### src/rtl/pooling_layer_mc.sv
`default_nettype none
// ============================================================================
// pooling_layer_mc : streaming multi-channel N x N max/average pooling layer
// Revision: 1.0
// ============================================================================
module pooling_layer_mc #(
  parameter int BitSize     = 4,
  parameter int N           = 2,
  parameter int ImageWidth  = 6,
  parameter int Stride      = 2,
  parameter int NumChannels = 1,
  parameter int Mode        = 0
) (
  input  logic                           clk,
  input  logic                           res,
  input  logic                           in_valid,
  input  logic [NumChannels*BitSize-1:0] in_data,
  output logic                           out_ready,
  output logic                           out_valid,
  output logic [NumChannels*BitSize-1:0] out_data,
  input  logic                           next_ready,
  output logic                           out_last
);

  localparam int LOG2N = $clog2(N);
  localparam int SH    = 2 * LOG2N;
  localparam int SUMW  = BitSize + SH;
  localparam int CW    = (ImageWidth > 1) ? $clog2(ImageWidth) : 1;
  localparam int PW    = (Stride > 1) ? $clog2(Stride) : 1;
  localparam logic [CW-1:0] POS_LAST  = CW'(ImageWidth - 1);
  localparam logic [CW-1:0] POS_FIRST = CW'(N - 1);
  localparam logic [PW-1:0] PH_LAST   = PW'(Stride - 1);

  typedef logic signed [BitSize-1:0] samp_t;

  logic [CW-1:0] col_q, col_d, row_q, row_d;
  logic [PW-1:0] col_ph_q, col_ph_d, row_ph_q, row_ph_d;
  samp_t lb_q  [N-1][ImageWidth][NumChannels];
  samp_t lb_d  [N-1][ImageWidth][NumChannels];
  samp_t win_q [N][N-1][NumChannels];
  samp_t win_d [N][N-1][NumChannels];
  samp_t full_w [N][N][NumChannels];
  samp_t pool_w [NumChannels];
  samp_t mx;
  logic signed [SUMW-1:0] acc;
  logic out_valid_q, out_valid_d, out_last_q, out_last_d;
  logic [NumChannels*BitSize-1:0] out_data_q, out_data_d;
  logic xfer_in, win_done, frame_end;

  assign out_ready = !(out_valid_q && !next_ready);
  assign out_valid = out_valid_q;
  assign out_data  = out_data_q;
  assign out_last  = out_last_q;
  assign xfer_in   = in_valid && out_ready;
  // Phase counters track (pos-N+1) % Stride so no divider is needed.
  assign win_done  = xfer_in && (row_q >= POS_FIRST) && (col_q >= POS_FIRST) &&
                     (row_ph_q == '0) && (col_ph_q == '0);
  assign frame_end = (row_q == POS_LAST) && (col_q == POS_LAST);

  // Column 0 is the incoming column (oldest row first); columns 1.. come from win_q.
  always_comb begin
    for (int ch = 0; ch < NumChannels; ch++) begin
      for (int i = 0; i < N; i++) begin
        if (i == N - 1) full_w[i][0][ch] = samp_t'(in_data[ch*BitSize +: BitSize]);
        else            full_w[i][0][ch] = lb_q[N-2-i][col_q][ch];
        for (int j = 0; j < N - 1; j++) full_w[i][j+1][ch] = win_q[i][j][ch];
      end
    end
  end

  always_comb begin
    mx  = '0;
    acc = '0;
    for (int ch = 0; ch < NumChannels; ch++) begin
      mx  = full_w[0][0][ch];
      acc = '0;
      for (int i = 0; i < N; i++) begin
        for (int j = 0; j < N; j++) begin
          if (full_w[i][j][ch] > mx) mx = full_w[i][j][ch];
          acc = acc + SUMW'(full_w[i][j][ch]);
        end
      end
      pool_w[ch] = (Mode != 0) ? BitSize'(acc >>> SH) : mx;
    end
  end

  always_comb begin
    col_d       = col_q;
    row_d       = row_q;
    col_ph_d    = col_ph_q;
    row_ph_d    = row_ph_q;
    lb_d        = lb_q;
    win_d       = win_q;
    out_valid_d = out_valid_q;
    out_last_d  = out_last_q;
    out_data_d  = out_data_q;
    if (xfer_in) begin
      for (int ch = 0; ch < NumChannels; ch++) begin
        for (int a = 0; a < N - 1; a++) lb_d[a][col_q][ch] = full_w[N-1-a][0][ch];
        for (int i = 0; i < N; i++)
          for (int j = 0; j < N - 1; j++) win_d[i][j][ch] = full_w[i][j][ch];
      end
      if (col_q == POS_LAST) begin
        col_d    = '0;
        col_ph_d = '0;
        if (row_q == POS_LAST) begin
          row_d    = '0;
          row_ph_d = '0;
        end else begin
          row_d    = row_q + CW'(1);
          row_ph_d = (row_q < POS_FIRST || row_ph_q == PH_LAST) ? '0 : row_ph_q + PW'(1);
        end
      end else begin
        col_d    = col_q + CW'(1);
        col_ph_d = (col_q < POS_FIRST || col_ph_q == PH_LAST) ? '0 : col_ph_q + PW'(1);
      end
    end
    if (win_done) begin
      out_valid_d = 1'b1;
      out_last_d  = frame_end;
      for (int ch = 0; ch < NumChannels; ch++) out_data_d[ch*BitSize +: BitSize] = pool_w[ch];
    end else if (out_valid_q && next_ready) begin
      out_valid_d = 1'b0;
      out_last_d  = 1'b0;
    end
  end

  always_ff @(posedge clk or posedge res) begin
    if (res) begin
      col_q       <= '0;
      row_q       <= '0;
      col_ph_q    <= '0;
      row_ph_q    <= '0;
      lb_q        <= '{default: '0};
      win_q       <= '{default: '0};
      out_valid_q <= 1'b0;
      out_last_q  <= 1'b0;
      out_data_q  <= '0;
    end else begin
      col_q       <= col_d;
      row_q       <= row_d;
      col_ph_q    <= col_ph_d;
      row_ph_q    <= row_ph_d;
      lb_q        <= lb_d;
      win_q       <= win_d;
      out_valid_q <= out_valid_d;
      out_last_q  <= out_last_d;
      out_data_q  <= out_data_d;
    end
  end

endmodule
`default_nettype wire

### config.mk
export PLATFORM = sky130hd
export DESIGN_NAME = pooling_layer_mc
export DESIGN_NICKNAME = d
export VERILOG_FILES = /design/src/rtl/pooling_layer_mc.sv
export SDC_FILE = /design/constraint.sdc
export NUM_CORES = 1
export LEC_CHECK = 0
export CAP_MARGIN = 10
export CORE_MARGIN = 2
export CORE_UTILIZATION = 50
export CTS_BUF_LIST = sky130_fd_sc_hd__clkbuf_8
export CTS_CLUSTER_DIAMETER = 40
export DETAILED_ROUTE_END_ITERATION = 7
export HOLD_SLACK_MARGIN = 0.06
export PLACE_DENSITY_LB_ADDON = 0.1
export SETUP_SLACK_MARGIN = 0.15
export SYNTH_ARGS = -nofsm -noshare
export SYNTH_HDL_FRONTEND = slang
export SYNTH_SLANG_ARGS = --single-unit
export TNS_END_PERCENT = 50
### constraint.sdc
create_clock -name clk -period 4.6 [get_ports clk]
set_input_delay 0.92 -clock clk [delete_from_list [all_inputs] [get_ports clk]]
set_output_delay 0.92 -clock clk [all_outputs]
set_load 0.02 [all_outputs]
==> results of run 1 <==
area by class of cell:
| class | count | area [sq um] |
|---|---|---|
| clock buffer | 7 | 96.3 |
| tap | 70 | 87.6 |
| timing repair buffer | 56 | 472 |
| clock inverter | 1 | 8.76 |
| multi-input combinational | 208 | 1500 |
| sequential | 46 | 1150 |
| inverter | 9 | 33.8 |
| fill | 399 | 1690 |
routing by layer:
metal	global-route usage	vias to the layer above
li1	-	1084
met1	0.332	1038
met2	0.381	47
met3	0.0503	11
met4	0.0780	0
met5	0	-
cell families (layout without fill, tap and decap cells):
family,after synthesis,in the layout,share of synthesized area
simple gates,101,101,0.187
compound gates,79,79,0.203
flops,46,46,0.449
buf+inv,22,73,0.0366
mux,15,15,0.0659
fa+ha+maj,10,10,0.0488
xor+xnor,3,3,0.0103
flip-flops by register name, indices dropped and copies added, names as in the netlist:
register,cells
lb_q,24
full_w,8
out_data,4
col_q,3
row_q,3
col_ph_q,1
out_last,1
out_valid,1
row_ph_q,1
through the flow:
step | setup slack [ns] | hold WS, ns | setup TNS, ns | area [sq um] | util
floorplan | 0.138 | 0.445 | 0 | 2600 | -
global placement | 0.0131 | 0.461 | 0 | 2930 | 0.580
detailed placement | -0.101 | 0.469 | -0.336 | 2930 | 0.580
CTS | 0.0655 | 0.489 | 0 | 3230 | 0.641
global route | -0.307 | 0.520 | -1.13 | 3350 | 0.665
finish | -0.0844 | 0.488 | -0.222 | 3350 | 0.665
placed cells by master, fill, tap and decap left out, types with 2 or more instances in the layout:
cell type,count
a21o_1,2
a21oi_1,5
a21oi_2,3
buf_4,40
clkbuf_8,7
clkdlybuf4s50_1,14
dfrtp_1,44
dfrtp_2,2
ha_1,5
ha_2,2
ha_4,3
inv_1,5
inv_2,3
mux2_2,5
mux2i_1,6
mux2i_2,2
nand2_1,52
nand2b_1,2
nand2b_4,2
nand3_1,5
nor2_1,7
nor2_2,3
nor2_4,2
nor2b_2,2
nor3_1,5
o211a_1,2
o211ai_1,4
o21a_1,2
o21ai_0,32
o21ai_1,6
o21ai_2,5
o22ai_2,2
o31a_1,3
or2_2,2
or3_1,6
xnor2_1,2
cell usage after synthesis (all sizes together), types with 4 or more instances:
cell type / number
nand2: 53
dfrtp: 46
o21ai: 43
nor2: 12
ha: 10
mux2i: 9
a21oi: 8
inv: 8
clkbuf: 7
buf: 6
nor3: 6
or3: 6
mux2: 5
nand3: 5
o211ai: 5
nand2b: 4
or2: 4
worst min-delay path, cell delays in order (launching register included):
cell and delay (ns):
dfrtp_1 0.35, nand2_1 0.05, o21ai_0 0.06
worst max path at each step:
stage	startpoint	endpoint	slack [ns]	cells after the start
global route	col_q[1]	out_data[0]	-0.31	25
global placement	col_q[0]	out_data[0]	0.01	22
detailed placement	col_q[1]	out_data[1]	-0.10	23
finish	col_q[1]	out_data[1]	-0.08	25
floorplan	col_q[0]	out_data[0]	0.14	25
CTS	col_q[1]	out_data[2]	0.07	24
what timing repair did:
action / CTS / global route
gates resized for setup: 20 / 19
buffers inserted: 17 / 4
endpoints found under the setup margin: 4 / 4
pin swaps: 6 / 14
hold buffers: 0 / 0
==> impl_results.md, run 1 <==
* Ys async rst share at 1.00
* First-pass detailed-route iteration total at 4
* Outcome: complete, but fails checks
* Cells taking the most area after synthesis: dfrtp_1, nand2_1, o21ai_0
* Die H at 75.6 um
* Actual slew at the worst max-slew pin at 0.957 ns
* Min-Delay Path Class: reg -> reg
* Final setup violation count at 3
* # Max-Cap Violations at 0
* Vias in the first global route at 2,084
* Clk buf depth at 2
* Max Slew Vio Count at 0
* R2R cell count at 25
* Net Count, Synth at 294
* F_max at 213 MHz
* Htree depth at 2
* Final period util at 1.02
* Inst Count DP at 368
* CP delay by family, top: compound AO/OA/AOI/OAI gates
* # clock sinks at 46
* Max-slew headroom at 0.361
* First-pass GRT wire length at 10.2 mm
* Leading area contributor after synthesis: dfrtp_1
* Drt total wl at 6.30 mm
* Cells after Synth at 276
* Reg clk slew, reported paths at 0.09 ns
* Input/output buffers at 14
* Reg2reg start: col_q[1]
* Detailed placement HPWL at 4.16 mm
* Req. time, crit path at 4.79 ns
* Setup Skew at 0.00428 ns
* Endpoints failing hold at 0
* WL met2 at 2.96 mm
* Area delta synth->final at 30.7%
* GRT Total Usage at 0.241
* Synth top area share at 0.449
* Synth Area per Inst at 9.29 sq um
* Detail Route Antenna Nets at 0
* RSZ-0062 raised after global routing: true
* Initial antenna violation count at 0
* Io pins at 15
* Netlist Area Pre-Place at 2560 sq um
* Arr. time, crit path at 4.87 ns
* Ratio of cells with drive above 1 in the final layout at 0.315
* CP Max Fanout at 6
* CTS root buf: clkbuf_8
* Wire length on met1 at 3.00 mm
* DR top layer: met4
* Top cell by count, worst path: buf_4
* ANT cells at 0
* Die W at 75.6 um
* Number of synthesized flops with an enable pin at 0
* Slowest stage cell, crit path: dfrtp_1
* Grt ovf at 0
* DRC errors left at 0
* WHS Endpoint: lb_q[16]
* Total CTS buffers at 5
* Number of synthesized register bits at 46
* Hold Path Cell Cnt at 2
* Starting Density at 0.508
* Routed wl met3 at 222 um
* Critical Path Max Stage Delay at 0.42 ns
* Failing checks: setup timing
* GPL Wtd Cong at 0.846
* R2R setup slack at -0.08 ns
* Die area at 5720 sq um
* Ys Warns at 0
* 1st-iter DRT viols at 98
* Hold path start: lb_q[16]
* Fin cells at 397
* Core area at 5040 sq um
* Clock insertion delay at the later pin of the skew report at 0.31 ns
* Worst Path Buf+Inv at 5
* CP startpoint kind: flip-flop
* RR Endpoint: out_data[1]
* # rows at 26
* Avg WL per Cell at 15.9 um
* CTS tree: built
* Final worst setup slack at -0.0844 ns
* CP Class: reg -> reg
* Vias at 2,180
* Crit. End Element: flip-flop
* Largest net degree at the start of global routing at 47
* Post-synth top flop: dfrtp_1
* Nets at 344
* Period minus WS final at 4.68 ns
* Post-synthesis sequential area ratio at 0.449
* Synth cell types at 52
* Via density per instance at 5.49
Power of run 1 is not shown: default switching activity piles up to over one toggle a cycle in this logic, so the estimate is an artifact.
==> run 2, diff against run 1 <==
Settings changed: CORE_MARGIN 2 to 3, PLACE_DENSITY_LB_ADDON 0.1 to 0.05.
==> impl_results.md, run 2 (synthesis gave the netlist of run 1 again) <==
* Critical path origin: col_q[0] (was col_q[1])
* Max FFs per register at 24 (unchanged)
* Total CTS buffers at 5 (unchanged)
* Post-Route Utilization at 0.680 (was 0.665)
* CP Class: reg -> reg (unchanged)
* Htree depth at 2 (unchanged)
* GPL Wtd Cong at 0.810 (was 0.846)
* Drt total wl at 6.30 mm (about the same)
* Max-slew headroom at 0.357 (was 0.361)
* Final setup violation count at 0 (was 3)
* Reg clk slew, reported paths at 0.09 ns (about the same)
* CP Max Fanout at 5 (was 6)
* DP Area at 3000 sq um (was 2930 sq um)
* Arr. time, crit path at 4.77 ns (was 4.87 ns)
* # clock sinks at 46 (unchanged)
* Final period util at 0.995 (was 1.02)
* Vias in the first global route at 2,119 (was 2,084)
* Grt ovf at 0 (unchanged)
* CP startpoint kind: flip-flop (unchanged)
* Worst Path Buf+Inv at 4 (was 5)
* Clock insertion delay at the later pin of the skew report at 0.30 ns (was 0.31 ns)
* Commonest non-fill, non-tap cell in the layout: nand2_1 (unchanged)
* Critical Path Max Stage Delay at 0.49 ns (was 0.42 ns)
* Die area at 6020 sq um (was 5720 sq um)
* DRC errors left at 0 (unchanged)
* Register area at 1150 sq um (about the same)
* Die H at 77.6 um (was 75.6 um)
* Avg WL per Cell at 16.2 um (was 15.9 um)
* Area of the multi-input gates at 1500 sq um (about the same)
* CTS tree: built (unchanged)
* First-pass GRT wire length at 10.5 mm (was 10.2 mm)
* CTS Hold Bufs at 0 (unchanged)
* Endpoints failing hold at 0 (unchanged)
* Area delta synth->final at 28.6% (was 30.7%)
* CTS root buf: clkbuf_8 (unchanged)
* Initial antenna violation count at 0 (unchanged)
* # rows at 25 (was 26)
* Nets at 338 (was 344)
* Die W at 77.6 um (was 75.6 um)
* Detailed placement HPWL at 4.39 mm (was 4.16 mm)
* Routed wl met3 at 171 um (was 222 um)
* RSZ-0062 raised after global routing: true (unchanged)
* Crit-path cells: buf_6 -> mux4_2 -> inv_1 -> o22ai_1 -> ha_1 -> and3b_2 -> o211ai_2 -> nand2_2 -> buf_4 -> a21oi_2 -> ha_2 -> inv_2 -> nor3_2 -> o311a_4 -> or2_4 -> o21a_1 -> ha_4 -> nor2b_4 -> o21ai_2 -> a32oi_1 -> a21oi_2 -> or3_1 -> o21ai_2 -> a21oi_2
* Starting Density at 0.529 (was 0.508)
* F_max at 218 MHz (was 213 MHz)
* First-pass detailed-route iteration total at 4 (unchanged)
* Most flops, register: lb_q (unchanged)
* DR top layer: met4 (unchanged)
* Crit. End Element: flip-flop (unchanged)
* Hold path start: lb_q[0] (was lb_q[16])
* Outcome: complete, no violations (was complete, but fails checks)
* Setup Skew at 0.00844 ns (was 0.00428 ns)
* Detail Route Antenna Nets at 0 (unchanged)
* Fillcell total at 407 (was 399)
* Ratio of cells with drive above 1 in the final layout at 0.290 (was 0.315)
* Actual slew at the worst max-slew pin at 0.963 ns (was 0.957 ns)
* Most frequent cells in the layout: nand2_1, dfrtp_1, o21ai_0, buf_4, clkdlybuf4s50_1 (was nand2_1, dfrtp_1, buf_4)
* Req. time, crit path at 4.80 ns (was 4.79 ns)
* Fin area at 3300 sq um (was 3350 sq um)
* Slowest stage cell, crit path: mux4_2 (was dfrtp_1)
* Vias at 2,150 (was 2,180)
* CP delay by family, top: compound AO/OA/AOI/OAI gates (unchanged)
* Top cell by count, worst path: a21oi_2 (was buf_4)
* Input/output buffers at 14 (unchanged)
* Clk buf depth at 2 (unchanged)
* 1st-iter DRT viols at 117 (was 98)
* ANT cells at 0 (unchanged)
* Period minus WS final at 4.58 ns (was 4.68 ns)
* Reg2reg start: col_q[0] (was col_q[1])
* Via density per instance at 5.54 (was 5.49)
* WL met2 at 2.94 mm (was 2.96 mm)
* Core area at 4850 sq um (was 5040 sq um)
* Io pins at 15 (unchanged)
* GRT Total Usage at 0.222 (was 0.241)
* Min-Delay Path Class: reg -> reg (unchanged)
* # Max-Cap Violations at 0 (unchanged)
* Largest net degree at the start of global routing at 47 (unchanged)
* Wire length on met1 at 3.12 mm (was 3.00 mm)
* Max Slew Vio Count at 0 (unchanged)
## run 2: changes by cell type in the layout (fill, tap and decap cells not counted), moves of 2 or more
cell and delta:
dfrtp_1 +2, buf_4 -8, buf_6 +2, dfrtp_2 -2
inv_1 +2
## run 2: final cells by class
type                    count  area share
flip-flops and latches     46       0.349
repair buffers             50       0.132
inverters                   9      0.0103
clock buffers               6      0.0251
clock inverters             2     0.00380
multi-input cells         208       0.454
well taps                  67      0.0254
## run 2: repair_timing
item	in CTS	in global routing
gates resized for setup	24	16
pin swaps	11	7
setup endpoints to repair	4	4
setup buffers	5	0
## run 2: layer usage
| layer | global-route usage | vias up |
|---|---|---|
| li1 | - | 1075 |
| met1 | 0.319 | 1036 |
| met2 | 0.352 | 31 |
| met3 | 0.0429 | 8 |
| met4 | 0.0427 | 0 |
| met5 | 0 | - |
## run 2: worst paths after layout
kind                                to  slack (ns)  depth (start not counted)
min reg2reg                    lb_q[0]        0.49                          2
max reg2reg                out_data[0]        0.02                         24
min in group asynchronous     col_q[0]        1.15                          2
max in group asynchronous     lb_q[23]        2.86                          2
max                        out_data[0]        0.02                         24
min                            lb_q[0]        0.49                          2
## run 2: worst reg2reg max path, stage by stage (launching register included)
cell      delay, ns
dfrtp_1        0.41
buf_6          0.14
mux4_2         0.49
inv_1          0.07
o22ai_1        0.10
ha_1           0.20
and3b_2        0.25
o211ai_2       0.11
nand2_2        0.12
buf_4          0.14
a21oi_2        0.06
ha_2           0.17
inv_2          0.06
nor3_2         0.04
o311a_4        0.39
or2_4          0.24
o21a_1         0.20
ha_4           0.27
nor2b_4        0.14
o21ai_2        0.06
a32oi_1        0.18
a21oi_2        0.11
or3_1          0.41
o21ai_2        0.08
a21oi_2        0.04
## run 2: per-stage QoR
stage                     instances  hold slack [ns]  setup TNS (ns)  setup slack (ns)
final                           388            0.486               0            0.0229
after global routing            388            0.511          -0.519            -0.192
after global placement          375            0.460               0            0.0176
after floorplan                 276            0.445               0             0.138
after CTS                       388            0.491               0            0.0546
after detailed placement        375            0.470         -0.0253           -0.0158
Power of run 2 is left out for the same reason.
==> run 3, diff against run 2 <==
Settings changed: ABC_AREA set to 1, CTS_BUF_LIST sky130_fd_sc_hd__clkbuf_8 to unset.
==> impl_results.md, run 3 <==
* Max FFs per register at 24 (unchanged)
* Endpoints failing hold at 0 (unchanged)
* Die H at 77.8 um (was 77.6 um)
* Most flops, register: lb_q (unchanged)
* GRT Total Usage at 0.200 (was 0.222)
* Critical path origin: col_q[0] (unchanged)
* Net Count, Synth at 339 (was 294)
* Input/output buffers at 14 (unchanged)
* Synth Area per Inst at 8.03 sq um (was 9.29 sq um)
* Cells taking the most area after synthesis: dfrtp_1, nand2_1, o21ai_0 (unchanged)
* Reg2reg start: col_q[0] (unchanged)
* Vias in the first global route at 1,981 (was 2,119)
* CP Class: reg -> reg (unchanged)
* Clk buf depth at 2 (unchanged)
* Largest net degree at the start of global routing at 47 (unchanged)
* Hold slack at 0.483 ns (was 0.486 ns)
* CP startpoint kind: flip-flop (unchanged)
* Ys Warns at 0 (unchanged)
* Area of the multi-input gates at 1270 sq um (was 1500 sq um)
* Reg clk slew, reported paths at 0.08 ns (was 0.09 ns)
* Max Slew Vio Count at 0 (unchanged)
* Hold Path Cell Cnt at 2 (unchanged)
* Most used standard cell by instance count after synthesis: nand2_1 (unchanged)
* # Max-Cap Violations at 0 (unchanged)
* Htree depth at 2 (unchanged)
* # clock sinks at 46 (unchanged)
* Cells after Synth at 321 (was 276)
* Netlist Area Pre-Place at 2580 sq um (was 2560 sq um)
* Number of synthesized register bits at 46 (unchanged)
* WHS Endpoint: out_data[2] (was lb_q[0])
* CTS tree: built (unchanged)
* ANT cells at 0 (unchanged)
* Most frequent cells in the layout: nand2_1, dfrtp_1, inv_1 (was nand2_1, dfrtp_1, o21ai_0, buf_4, clkdlybuf4s50_1)
* Slowest stage cell, crit path: dfrtp_2 (was mux4_2)
* Io pins at 15 (unchanged)
* DRC errors left at 0 (unchanged)
* Synth top area share at 0.447 (was 0.449)
* Final TNS setup at 0 ns (unchanged)
* RR Endpoint: out_data[0] (unchanged)
* Detailed placement HPWL at 4.11 mm (was 4.39 mm)
* Top cell by count, worst path: nand2_1 (was a21oi_2)
* First-pass detailed-route iteration total at 4 (unchanged)
* F_max at 236 MHz (was 218 MHz)
* Drt total wl at 5.70 mm (was 6.30 mm)
* Detail Route Antenna Nets at 0 (unchanged)
* GPL Wtd Cong at 0.970 (was 0.810)
* Mux cell area share after synthesis at 0 (was 0.0659)
* Post-synth top flop: dfrtp_1 (unchanged)
* Nets at 367 (was 338)
* Via density per instance at 5.11 (was 5.54)
* Crit. End Element: flip-flop (unchanged)
* Req. time, crit path at 4.84 ns (was 4.80 ns)
* Min-Delay Path Class: reg -> reg (unchanged)
* Period minus WS final at 4.24 ns (was 4.58 ns)
* Largest family of logic cells by synthesized area: simple AND/OR/NAND/NOR gates (was compound AO/OA/AOI/OAI gates)
* CTS Hold Bufs at 0 (unchanged)
* Fillcell total at 411 (was 407)
* Number of synthesized flops with an enable pin at 0 (unchanged)
* Max-slew headroom at 0.372 (was 0.357)
* Final period util at 0.921 (was 0.995)
* R2R setup slack at 0.36 ns (was 0.02 ns)
* Leading area contributor after synthesis: dfrtp_1 (unchanged)
* Vias at 2,130 (was 2,150)
* Initial antenna violation count at 0 (unchanged)
* Hold path start: out_data[2] (was lb_q[0])
* CTS root buf: clkbuf_8 (unchanged)
* 1st-iter DRT viols at 66 (was 117)
* Worst Path Buf+Inv at 5 (was 4)
* # rows at 25 (unchanged)
* Critical Path Max Stage Delay at 0.47 ns (was 0.49 ns)
* Post-synthesis sequential area ratio at 0.447 (was 0.449)
* Clock insertion delay at the later pin of the skew report at 0.30 ns (about the same)
* Grt ovf at 0 (unchanged)
* Avg WL per Cell at 13.7 um (was 16.2 um)
* Total CTS buffers at 5 (unchanged)
* Post-Synth XOR/XNOR Area at 0.00340 (was 0.0102)
* Ratio of cells with drive above 1 in the final layout at 0.186 (was 0.290)
* Synth Area in Adders at 0.0485 (was 0.0488)
* Register area at 1150 sq um (about the same)
* R2R cell count at 29 (was 24)
* RSZ-0062 raised after global routing: false (was true)
* First-pass GRT wire length at 9.53 mm (was 10.5 mm)
* Ys async rst share at 1.00 (unchanged)
* CP Max Fanout at 7 (was 5)
* Area delta synth->final at 17.6% (was 28.6%)
* Core area at 4850 sq um (unchanged)
* Actual slew at the worst max-slew pin at 0.940 ns (was 0.963 ns)
* Post-synthesis compound-gate area fraction at 0.122 (was 0.203)
* Synth cell types at 36 (was 52)
* Outcome: complete, no violations (unchanged)
* Setup Skew at 0.00464 ns (was 0.00844 ns)
* Arr. time, crit path at 4.48 ns (was 4.77 ns)
* Simple-gate share of the synthesized area at 0.295 (was 0.187)
* Final setup violation count at 0 (unchanged)
* Starting Density at 0.532 (was 0.529)
* Commonest non-fill, non-tap cell in the layout: nand2_1 (unchanged)
* Most common library cells after synthesis: nand2_1, dfrtp_1, inv_1, o21ai_0, nor2_1 (was nand2_1, dfrtp_1, o21ai_0, nor2_1, ha_1)
* CP delay by family, top: simple AND/OR/NAND/NOR gates (was compound AO/OA/AOI/OAI gates)
* Die W at 77.8 um (was 77.6 um)
* Die area at 6050 sq um (was 6020 sq um)
## run 3: changes by cell type after synthesis, moves of 5 or more
cell / before / now
nand2_1: 53 / 79
nand2_2: 0 / 9
mux2i_1: 9 / 0
nand3_1: 5 / 17
mux2_2: 5 / 0
inv_1: 8 / 44
or3_1: 6 / 0
nor2_1: 12 / 22
## run 3: kinds of logic (layout without fill, tap and decap cells)
group / count (synthesis) / count (layout)
buf+inv: 53 / 82
fa+ha+maj: 10 / 10
compound gates: 57 / 57
flops: 46 / 46
simple gates: 154 / 154
xor+xnor: 1 / 1
## run 3: how the worst max path moves through the flow
stage | to | slack, ns | cells after the start
after floorplan | out_data[0] | 0.39 | 28
after global placement | out_data[1] | 0.30 | 28
after detailed placement | out_data[1] | 0.18 | 30
after CTS | out_data[1] | 0.16 | 30
after global routing | out_data[2] | 0.09 | 30
final | out_data[0] | 0.36 | 29
## run 3: worst min-delay path, delay by kind of cell, from the launching register on
family           cells  cell delay, ns
flip-flops           1            0.35
AND/OR/NAND/NOR      2            0.11
## run 3: area by class of cell
| class | count | area share |
|---|---|---|
| Clock buffer | 7 | 0.0252 |
| Clock inverter | 1 | 0.00991 |
| Inverter | 47 | 0.0590 |
| Multi-Input combinational cell | 222 | 0.419 |
| Sequential cell | 46 | 0.381 |
| Tap cell | 67 | 0.0277 |
| Timing Repair Buffer | 27 | 0.0784 |
## run 3: per-layer routing
layer / vias up / share of wire / routed length, um / track usage
li1: 1087 / - / - / -
met1: 1002 / 0.47 / 2700 / 0.276
met2: 32 / 0.47 / 2680 / 0.312
met3: 9 / 0.042 / 237 / 0.0418
met4: 0 / 0.013 / 74 / 0.0658
met5: - / 0 / 0 / 0
## run 3: what timing repair did
| action | 4_1_cts | 5_1_grt |
|---|---|---|
| setup endpoints to repair | 0 | 4 |
| setup buffers | 0 | 9 |
| resized for setup | 0 | 21 |
## run 3: stage by stage
step	cells	util	cell area, sq um	setup WS, ns
CTS	408	0.598	2900	0.157
global placement	400	0.576	2790	0.302
finish	417	0.625	3030	0.362
floorplan	321	-	2580	0.395
detailed placement	400	0.576	2790	0.185
global route	417	0.625	3030	0.0852
Power of run 3 is left out for the same reason.
